==> src/rtl/jtag_tap_regs.sv <==
// jtag_tap_regs: JTAG TAP instruction register plus BYPASS, IDCODE and USER data-register chains
module jtag_tap_regs #(
  parameter int                    IR_WIDTH   = 4,
  parameter logic [31:0]           IDCODE_VAL = 32'h1000_0001,
  parameter int                    USER_WIDTH = 8,
  parameter logic [IR_WIDTH-1:0]   OP_IDCODE  = IR_WIDTH'(1),
  parameter logic [IR_WIDTH-1:0]   OP_USER    = IR_WIDTH'(2)
) (
  input  logic                  TCK,
  input  logic                  TRST,
  input  logic                  TDI,
  input  logic                  state_TLR,
  input  logic                  state_CIR,
  input  logic                  state_SIR,
  input  logic                  state_UIR,
  input  logic                  state_CDR,
  input  logic                  state_SDR,
  input  logic                  state_UDR,
  output logic                  TDO,
  output logic                  TDO_EN,
  output logic [IR_WIDTH-1:0]   ir_out,
  input  logic [USER_WIDTH-1:0] user_dr_in,
  output logic [USER_WIDTH-1:0] user_dr_out,
  output logic                  user_dr_update
);
  logic [IR_WIDTH-1:0]   ir, ir_sh;
  logic                  bypass;
  logic [31:0]           idc_sh;
  logic [USER_WIDTH-1:0] usr_sh;
  logic                  sel_idc, sel_usr, sel_byp;
  assign sel_idc = (ir == OP_IDCODE);
  assign sel_usr = (ir == OP_USER);
  assign sel_byp = !sel_idc && !sel_usr;
  assign ir_out  = ir;
  assign TDO_EN  = state_SIR | state_SDR;
  always_comb
    TDO = state_SIR ? ir_sh[0] :
          state_SDR ? (sel_idc ? idc_sh[0] : sel_usr ? usr_sh[0] : bypass) : 1'b0;
  always_ff @(posedge TCK) begin
    if (TRST) begin
      ir             <= OP_IDCODE;
      ir_sh          <= '0;
      bypass         <= 1'b0;
      idc_sh         <= '0;
      usr_sh         <= '0;
      user_dr_out    <= '0;
      user_dr_update <= 1'b0;
    end else begin
      user_dr_update <= 1'b0;
      if (state_TLR) ir <= OP_IDCODE;
      if (state_CIR) ir_sh <= IR_WIDTH'(1);
      if (state_SIR) ir_sh <= {TDI, ir_sh[IR_WIDTH-1:1]};
      if (state_UIR) ir <= ir_sh;
      if (state_CDR) begin
        if (sel_byp) bypass <= 1'b0;
        if (sel_idc) idc_sh <= IDCODE_VAL;
        if (sel_usr) usr_sh <= user_dr_in;
      end
      // shift form keeps a one-bit USER register legal
      if (state_SDR) begin
        if (sel_byp) bypass <= TDI;
        if (sel_idc) idc_sh <= {TDI, idc_sh[31:1]};
        if (sel_usr) usr_sh <= (usr_sh >> 1) | (USER_WIDTH'(TDI) << (USER_WIDTH - 1));
      end
      if (state_UDR && sel_usr) begin
        user_dr_out    <= usr_sh;
        user_dr_update <= 1'b1;
      end
    end
  end
endmodule

==> config.mk <==
export PLATFORM = sky130hd
export DESIGN_NAME = jtag_tap_regs
export DESIGN_NICKNAME = d
export VERILOG_FILES = /design/src/rtl/jtag_tap_regs.sv
export SDC_FILE = /design/constraint.sdc
export NUM_CORES = 1
export LEC_CHECK = 0
export CORE_MARGIN = 2
export CORE_UTILIZATION = 25
export DETAILED_ROUTE_END_ITERATION = 16
export GPL_ROUTABILITY_DRIVEN = 0
export HOLD_SLACK_MARGIN = 0.15
export PLACE_DENSITY_LB_ADDON = 0.25
export SLEW_MARGIN = 40
export SYNTH_ARGS = -nofsm -noshare
export SYNTH_HDL_FRONTEND = slang
export SYNTH_SLANG_ARGS = --single-unit
==> constraint.sdc <==
create_clock -name TCK -period 4.2 [get_ports TCK]
set_input_delay 0.84 -clock TCK [delete_from_list [all_inputs] [get_ports TCK]]
set_output_delay 0.84 -clock TCK [all_outputs]
set_load 0.02 [all_outputs]
==> summary.txt <==
Setup path
  – Worst R2R Start: ir_out[1]
  – Crit. End Element: output port
  – Startpoint types: input port
  – CP arrival: 2690 ps
  – Kind of critical path: input port to output port
  – Req. time, crit path: ~3400 ps
  – Crit-path max FO: 9
  – Worst Setup SP: state_SDR

Synthesis
  – Ranking of synthesized cells by area: dfxtp_1 53%, a22oi_1 10%, nor2_1 8.9%
  – Mapped Area: 2190 µm²
  – Mapped Avg Cell Area: 8.82 µm²
  – FF+latch count, synth: 58
  – Asr flop ratio synth: 0
  – Post-synth top cells: 58 x dfxtp_1, 52 x nor2_1, 30 x a22oi_1, 30 x nand2_1, 17 x a21oi_1
  – Post-synth net total: roughly 270
  – Share of the synthesized area in the top cell type: 0.531
  – Post-Syn Instances: ~250
  – Top FF cell, synth: dfxtp_1
  – Register area share after synthesis: 0.531
  – Synth unique cells: 26
  – Number of synthesized flops with an enable pin: 0
  – Yosys warning total: 0
  – Biggest area consumer among synthesized cells: dfxtp_1
  – Most frequent cell after synthesis: dfxtp_1

Final layout
  – # nets final: 291
  – Fill cells: slightly above 900
  – Share of cells above drive strength 1: 0.0722
  – Area growth from synthesis to layout: 25.8%
  – Post-route cell area: 2750 µm²
  – Ant. Diodes: 0

Clock tree
  – H-tree levels: 3
  – Worst-skew pair later-pin latency: 330 ps
  – Post_cts resized: 0
  – Post-CTS setup buffer count: 0
  – Clk pin slew, worst setup/hold paths: 60 ps
  – Sink Count: a little under 60
  – CTS buffer count: 9
  – CTS root buf: clkbuf_8
  – CTS tree: done
  – Hold buffer count at CTS: 0
  – Clock buffer depth: 2

Run
  – Max-Cap Viols: 0

Routing
  – Routed Antenna Nets: 0
  – Routed wire per std cell: 12.1 µm
  – 1st-pass router iterations: 5
  – DRC viols: 0
  – Via count: around 1800
  – Post-Route WL: 4670 µm
  – 1st-iter DRT viols: 73
  – Vias per cell: 4.70

Timing
  – Finish-stage setup viols: 0
  – Post-Route Skew: about 7.1 ps
  – Slew of the pin with the lowest slew margin: 624 ps
  – Final Hold Fails: 0
  – Final worst path period share: 0.840
  – Minimum clock period: 3530 ps
  – Fmax: 283 MHz
  – RSZ-0062 raised after global routing: no
  – Hold WS: 454 ps
  – Worst rel slew slack: 0.582
  – Final slew viol count: 0
  – Setup tns final: 0 ps

Floorplanning
  – Total core area: 8590 µm²
  – Placement Rows: 34
  – IO Count: 33
  – Die Ht: 97.6 µm
  – DIE AREA: around 9500 µm²
  – Starting Density: 0.255
  – Die Width: about 98 µm

Power
  – Static Leak: 0.929 nW
  – Worst VDD drop: 0.196 mV
  – PwrDens: a little over 400 nW/µm²

Global routing
  – GRT Total Usage: 0.102
  – Grt ovf: 0
  – Antenna violations before repair: 0
  – First-pass GRT wire length: 7930 µm
  – Vias in the first global route: about 1700
  – Largest net degree at the start of global routing: 59

Min path
  – HP Start: user_dr_out[4]
  – Tightest Hold Check Type: register to register

Status
  – Outcome: finished, final reports clean

Placed design
  – Port-buffer cells: 32
  – Placed inst area: ~2600 µm²
  – HPWL reported at the end of detailed placement: 2890 µm
registers in the layout, indices dropped and copies added (netlist names):
signal          flops
ir_out              4
user_dr_update      1
idc_sh             32
user_dr_out         8
bypass              1
usr_sh              8
ir_sh               4
critical path, stage by stage:
cell	delay, ps
clkdlybuf4s50_1	670
o21ai_0	160
o41ai_1	350
clkdlybuf4s50_1	670
cells by family (layout without fill, tap and decap cells):
family	Yosys count	after routing	synth area share
compound gates	65	65	0.206
xor+xnor	1	1	0.00400
buf+inv	19	48	0.0389
flops	58	58	0.531
simple gates	105	105	0.220
worst paths after layout:
| path | slack, ps | cells after the start | endpoint |
|---|---|---|---|
| setup / recovery | 670 | 4 | TDO |
| hold / removal | 450 | 2 | user_dr_out[4] |
| setup reg to reg | 2180 | 4 | usr_sh[5] |
| hold reg to reg | 450 | 2 | user_dr_out[4] |
metrics by stage:
stage	std cells	utilization	power (mW)	worst slack, ps
after global routing	385	0.320	1.17	595
after global placement	370	0.298	0.648	735
after CTS	385	0.320	1.14	685
after detailed placement	370	0.299	0.648	689
final	385	0.320	1.13	672
after floorplan	248	-	0.617	1400
routing by layer:
metal  up-vias  track usage  part of all wire
li1        931            -                 -
met1       831        0.128              0.50
met2        45        0.155              0.42
met3         4       0.0511             0.067
met4         0       0.0256            0.0081
met5         -            0                 0
placed cells by master, fill, tap and decap left out, types with 6 or more instances in the layout:
cell,netlist,final
clkbuf_8,0,10
a22oi_1,30,30
dfxtp_1,58,58
nor3b_1,6,6
a311oi_1,8,8
a21oi_1,17,17
nand2_1,30,30
clkdlybuf4s50_1,0,31
nor2_1,52,52
nand3_1,8,8
where the power goes:
part / switching (mW) / internal, mW
logic: 0.0439 / 0.0304
registers: 0.00536 / 0.556
clock network: 0.206 / 0.285
total: 0.255 / 0.872
layout make-up:
cell class                      instances  area, µm²  area share
Clock buffer                           12        145      0.0527
Multi-Input combinational cell        171        947       0.344
Sequential cell                        58       1160       0.422
Tap cell                              108        135      0.0491
Clock inverter                          3       40.0      0.0145
Timing Repair Buffer                   33        325       0.118
(Power assumes the default switching activity.)
==> variant 1, RTL diff (same settings) <==
Set the parameter `USER_WIDTH` to 9 (it was 8).
--- a/src/rtl/jtag_tap_regs.sv
+++ b/src/rtl/jtag_tap_regs.sv
@@ -2,7 +2,7 @@
 module jtag_tap_regs #(
   parameter int                    IR_WIDTH   = 4,
   parameter logic [31:0]           IDCODE_VAL = 32'h1000_0001,
-  parameter int                    USER_WIDTH = 8,
+  parameter int                    USER_WIDTH = 9,
   parameter logic [IR_WIDTH-1:0]   OP_IDCODE  = IR_WIDTH'(1),
   parameter logic [IR_WIDTH-1:0]   OP_USER    = IR_WIDTH'(2)
 ) (
Ports: changed (resized user_dr_in and user_dr_out); port bits go from 33 to 35. No check against the original RTL was run, so the function may have changed too.
==> variant 1 against the original RTL <==
- clock skew down 0.0019 ns
- first-iteration DRC count up 22%
- hold slack better by 0.0039 ns
- total power up 4.3%
- global-route usage up 0.45 points
- area after synthesis up 3.3%
- critical path type unchanged
- setup slack better by 0.074 ns
- cell area up 4.0%
- wire length up 6.7%
- sequential cell count up 2
- utilization up 0.62 points
- combinational power up 0.9%
==> variant 1: results (changes against the original RTL) <==
metric,value,unit,change
status,"complete, no violations",,
multi_input_area,981,µm²,+3.6%
grtUsageMet2,0.156,,+0.000487
r2r_end,usr_sh[7]$_SDFF_PP0_,,
vias,1861,,+2.8%
fin_skew,0.00519,ns,-0.00186 ns
antenna_found_initial,0,,unchanged
cts_root_buffer,clkbuf_8,,
hpwl,3.05,mm,+5.4%
dp_worst_setup_slack,0.715,ns,+0.0257 ns
inv_count,0,,unchanged
layout.cells.non_filler,397,,+3.1%
yosysSeqAreaShare,0.532,,+0.000973
regArea,0.00120,mm²,+3.4%
area_growth,26.7,%,
rrSetupSlack,2.14,ns,-0.04 ns
syn-num-nets,277,,+4.1%
path_max_fanout,9,,unchanged
ys_warn_count,0,,unchanged
fin_ws,0.747,ns,+0.0744 ns
met1_length,2.50,mm,+6.7%
n_clock_buffer,9,,-3
design_area,0.00286,mm²,+4.0%
synth_compound_area_frac,0.206,,-0.000424
synthTopCellsByArea,"dfxtp_1 (53%), a22oi_1 (10%), nor2_1 (8.8%), nand2_1 (5.5%), a21oi_1 (4.0%)",,
synth_cells,258,,+4.0%
wl,4.98,mm,+6.7%
met3_usage,0.0411,,-0.00994
buffers,35,,+6.1%
grt_pass1_vias,1689,,+0.60%
drtIter0Drc,89,,+22%
clock-sinks,60,,+3.4%
place_inst,381,,+3.0%
ys_types,24,,-7.7%
cellLeakagePower,0.959,nW,+3.3%
bufAreaShareNonClock,0.121,,+0.00250
tightest_slew,0.613,ns,-0.0114 ns
met3_length,200,µm,-36%
placed_area,0.00266,mm²,+3.7%
grt_usage,0.106,,+0.00445
dr_wl_met2,2.18,mm,+11%
synth_common_cells,"dfxtp_1 (60), nor2_1 (53), nand2_1 (33), a22oi_1 (30), a21oi_1 (18)",,
grt_util_met1,0.139,,+0.0114
layout.comb_gates.multi_input,178,,+4.1%
nNetsFinal,303,,+4.1%
layout-drive-gt1-share,0.0796,,+0.00738
clock_cell_area_share,0.0699,,+0.00269
yosys.area_share.xor_xnor,0.00388,,-0.000126
reg.largest.list,"idc_sh x32, user_dr_out x9, usr_sh x9",,
grt_pass1_wl,8.30,mm,+4.7%
dr.pass1.iters,4,,-1
ir_worst_vdd,165,µV,-16%
fillers,934,,+2.3%
ff2ff_path_depth,3,,-1
post_cts_buffers,0,,unchanged
grt_start_max_net_pins,61,,+3.4%
port_buffers,34,,+6.3%
==> variant 1: cell types whose count changed after synthesis, sizes merged <==
cell | before | now
a21oi | 17 | 18
a311oi | 8 | 9
nor2 | 52 | 53
buf | 9 | 6
nand3 | 8 | 9
dfxtp | 58 | 60
clkbuf | 10 | 14
nand2 | 30 | 33
==> variant 1: worst min path at each step <==
| stage | start | endpoint | slack [ns] | cells past startpoint |
|---|---|---|---|---|
| 2_1_floorplan | bypass$_SDFF_PP0_ | bypass$_SDFF_PP0_ | 0.45 | 2 |
| 3_3_place_gp | user_dr_out[5]$_SDFFE_PP0P_ | user_dr_out[5]$_SDFFE_PP0P_ | 0.44 | 2 |
| 3_5_place_dp | user_dr_out[6]$_SDFFE_PP0P_ | user_dr_out[6]$_SDFFE_PP0P_ | 0.45 | 2 |
| 4_1_cts | user_dr_out[6]$_SDFFE_PP0P_ | user_dr_out[6]$_SDFFE_PP0P_ | 0.46 | 2 |
| 5_1_grt | user_dr_out[0]$_SDFFE_PP0P_ | user_dr_out[0]$_SDFFE_PP0P_ | 0.48 | 2 |
| 6_report | user_dr_out[6]$_SDFFE_PP0P_ | user_dr_out[6]$_SDFFE_PP0P_ | 0.46 | 2 |
==> variant 1: cells by family (layout without fill, tap and decap cells) <==
kind of cell,after synthesis,count (layout)
flops,60,60
simple gates,110,110
compound gates,67,67
xor+xnor,1,1
buf+inv,20,51
==> variant 1: power by group <==
group / internal, W / leakage, nW / total (W) / switching [W]
Sequential: 0.000574 / 0.485 / 0.000580 / 0.00000557
Clock: 0.000276 / 0.0958 / 0.000520 / 0.000244
Combinational: 0.0000312 / 0.379 / 0.0000750 / 0.0000438
==> variant 1: worst max-delay path: stages <==
cell             delay (ns)
clkdlybuf4s50_1        0.64
o21ai_0                0.15
o41ai_1                0.33
clkdlybuf4s50_1        0.66
==> variant 2, RTL diff (same flow settings) <==
Without the edit above. Make the reset (`TRST`) asynchronous in one clocked block.
--- a/src/rtl/jtag_tap_regs.sv
+++ b/src/rtl/jtag_tap_regs.sv
@@ -36,7 +36,7 @@
   always_comb
     TDO = state_SIR ? ir_sh[0] :
           state_SDR ? (sel_idc ? idc_sh[0] : sel_usr ? usr_sh[0] : bypass) : 1'b0;
-  always_ff @(posedge TCK) begin
+  always_ff @(posedge TCK or posedge TRST) begin
     if (TRST) begin
       ir             <= OP_IDCODE;
       ir_sh          <= '0;
Check against the original RTL: differs if TRST is asserted again (counterexample within 4 cycles, from zero or initial values and one cycle with TRST high); with TRST held inactive, the same outputs for 10 cycles.
==> variant 2 against the original RTL <==
- hold slack improved by 0.046 ns
- highest routed layer unchanged
- cell area increased by 11%
- setup slack improved by 0.26 ns
- area after synthesis increased by 9.7%
- wire length increased by 6.0%
- sequential cell count unchanged
- fmax increased by 7.9%
- critical path type unchanged
Power is not compared: it rests on default switching activity, and its combinational part moved more than twofold at a synthesized area within 25%.
==> variant 2: results (changes against the original RTL) <==
metric,value,unit,change
synthMuxAreaShare,0.0375,,+0.0375
fin_skew,0.00506,ns,-0.00199 ns
synthArstFlopShare,1.00,,+1.00
synth_compound_area_frac,0.193,,-0.0136
synthTopCellsByArea,"dfrtp_1 (59%), a22o_1 (11%), mux2_2 (3.8%), o21ai_0 (3.3%), a31oi_1 (2.1%)",,
slew_headroom,0.542,,-0.0396
synth_common_cells,"dfrtp_1 (57), a22o_1 (30), o21ai_0 (16), nand2_1 (11)",,
yosys.area_share.xor_xnor,0.00365,,-0.000355
placed_area,0.00283,mm²,+10%
grt_start_max_net_pins,40,,-32%
path_max_fanout,6,,-3
synth_cells,197,,-21%
vias,1642,,-9.3%
hpwl,3.17,mm,+9.5%
rr_startpoint,ir_out[3]$_DFFE_PP0P_,,
cpPeakStageDelay,0.64,ns,-0.03 ns
syn-num-nets,215,,-19%
layout.cells.non_filler,363,,-5.7%
yosysSeqAreaShare,0.605,,+0.0744
dp_worst_setup_slack,0.931,ns,+0.242 ns
min_from,idc_sh[25]$_DFF_PP0_,,
ys_types,31,,+19%
place_inst,347,,-6.2%
nNetsFinal,247,,-15%
ys_warn_count,0,,unchanged
cts_resized,0,,unchanged
status,"complete, no violations",,
synth_ff_type,dfrtp_1,,
wl,4.94,mm,+6.0%
## variant 2: cell count changes after synthesis, moves of 15 or more
cell,delta
a22o_1,+30
dfrtp_1,+57
a21oi_1,-16
nor2_1,-49
o21ai_0,+15
dfxtp_1,-58
a22oi_1,-28
nand2_1,-19
## variant 2: power by group through the flow
stage,combinational [W],clock (W),sequential [W]
2_1_floorplan,0.000161,0,0.000770
3_3_place_gp,0.000311,0,0.000757
3_5_place_dp,0.000314,0,0.000760
4_1_cts,0.000316,0.000599,0.000751
5_1_grt,0.000341,0.000627,0.000766
6_report,0.000311,0.000580,0.000748
## variant 2: layer usage
layer  global-route usage  part of all wire
met5                    0                 0
met4               0.0646             0.022
met3               0.0171             0.024
met2                0.144              0.43
met1                0.165              0.52
## variant 2: cells by family after synthesis
logic type / Yosys count
AO/OA/AOI/OAI: 63
XOR/XNOR: 1
buffers and inverters: 21
flip-flops: 58
multiplexers: 8
AND/OR/NAND/NOR: 46
## variant 2: path summary, 6_finish.rpt
kind                                       endpoint  slack [ns]  cells after the start
min reg2reg                    idc_sh[24]$_DFF_PP0_        0.50                      1
max in group asynchronous      idc_sh[27]$_DFF_PP0_        2.57                      3
max                                             TDO        0.93                      4
min in group asynchronous  user_dr_update$_DFF_PP0_        0.92                      2
min                            idc_sh[24]$_DFF_PP0_        0.50                      1
max reg2reg                    idc_sh[28]$_DFF_PP0_        2.25                      4
## variant 2: final cells by class
cell class | count | area [µm²]
Clock buffer | 12 | 155
Clock inverter | 4 | 73.8
Fill cell | 968 | 6230
Inverter | 7 | 27.5
Multi-Input combinational cell | 118 | 842
Sequential cell | 58 | 1450
Tap cell | 129 | 161
Timing Repair Buffer | 35 | 343
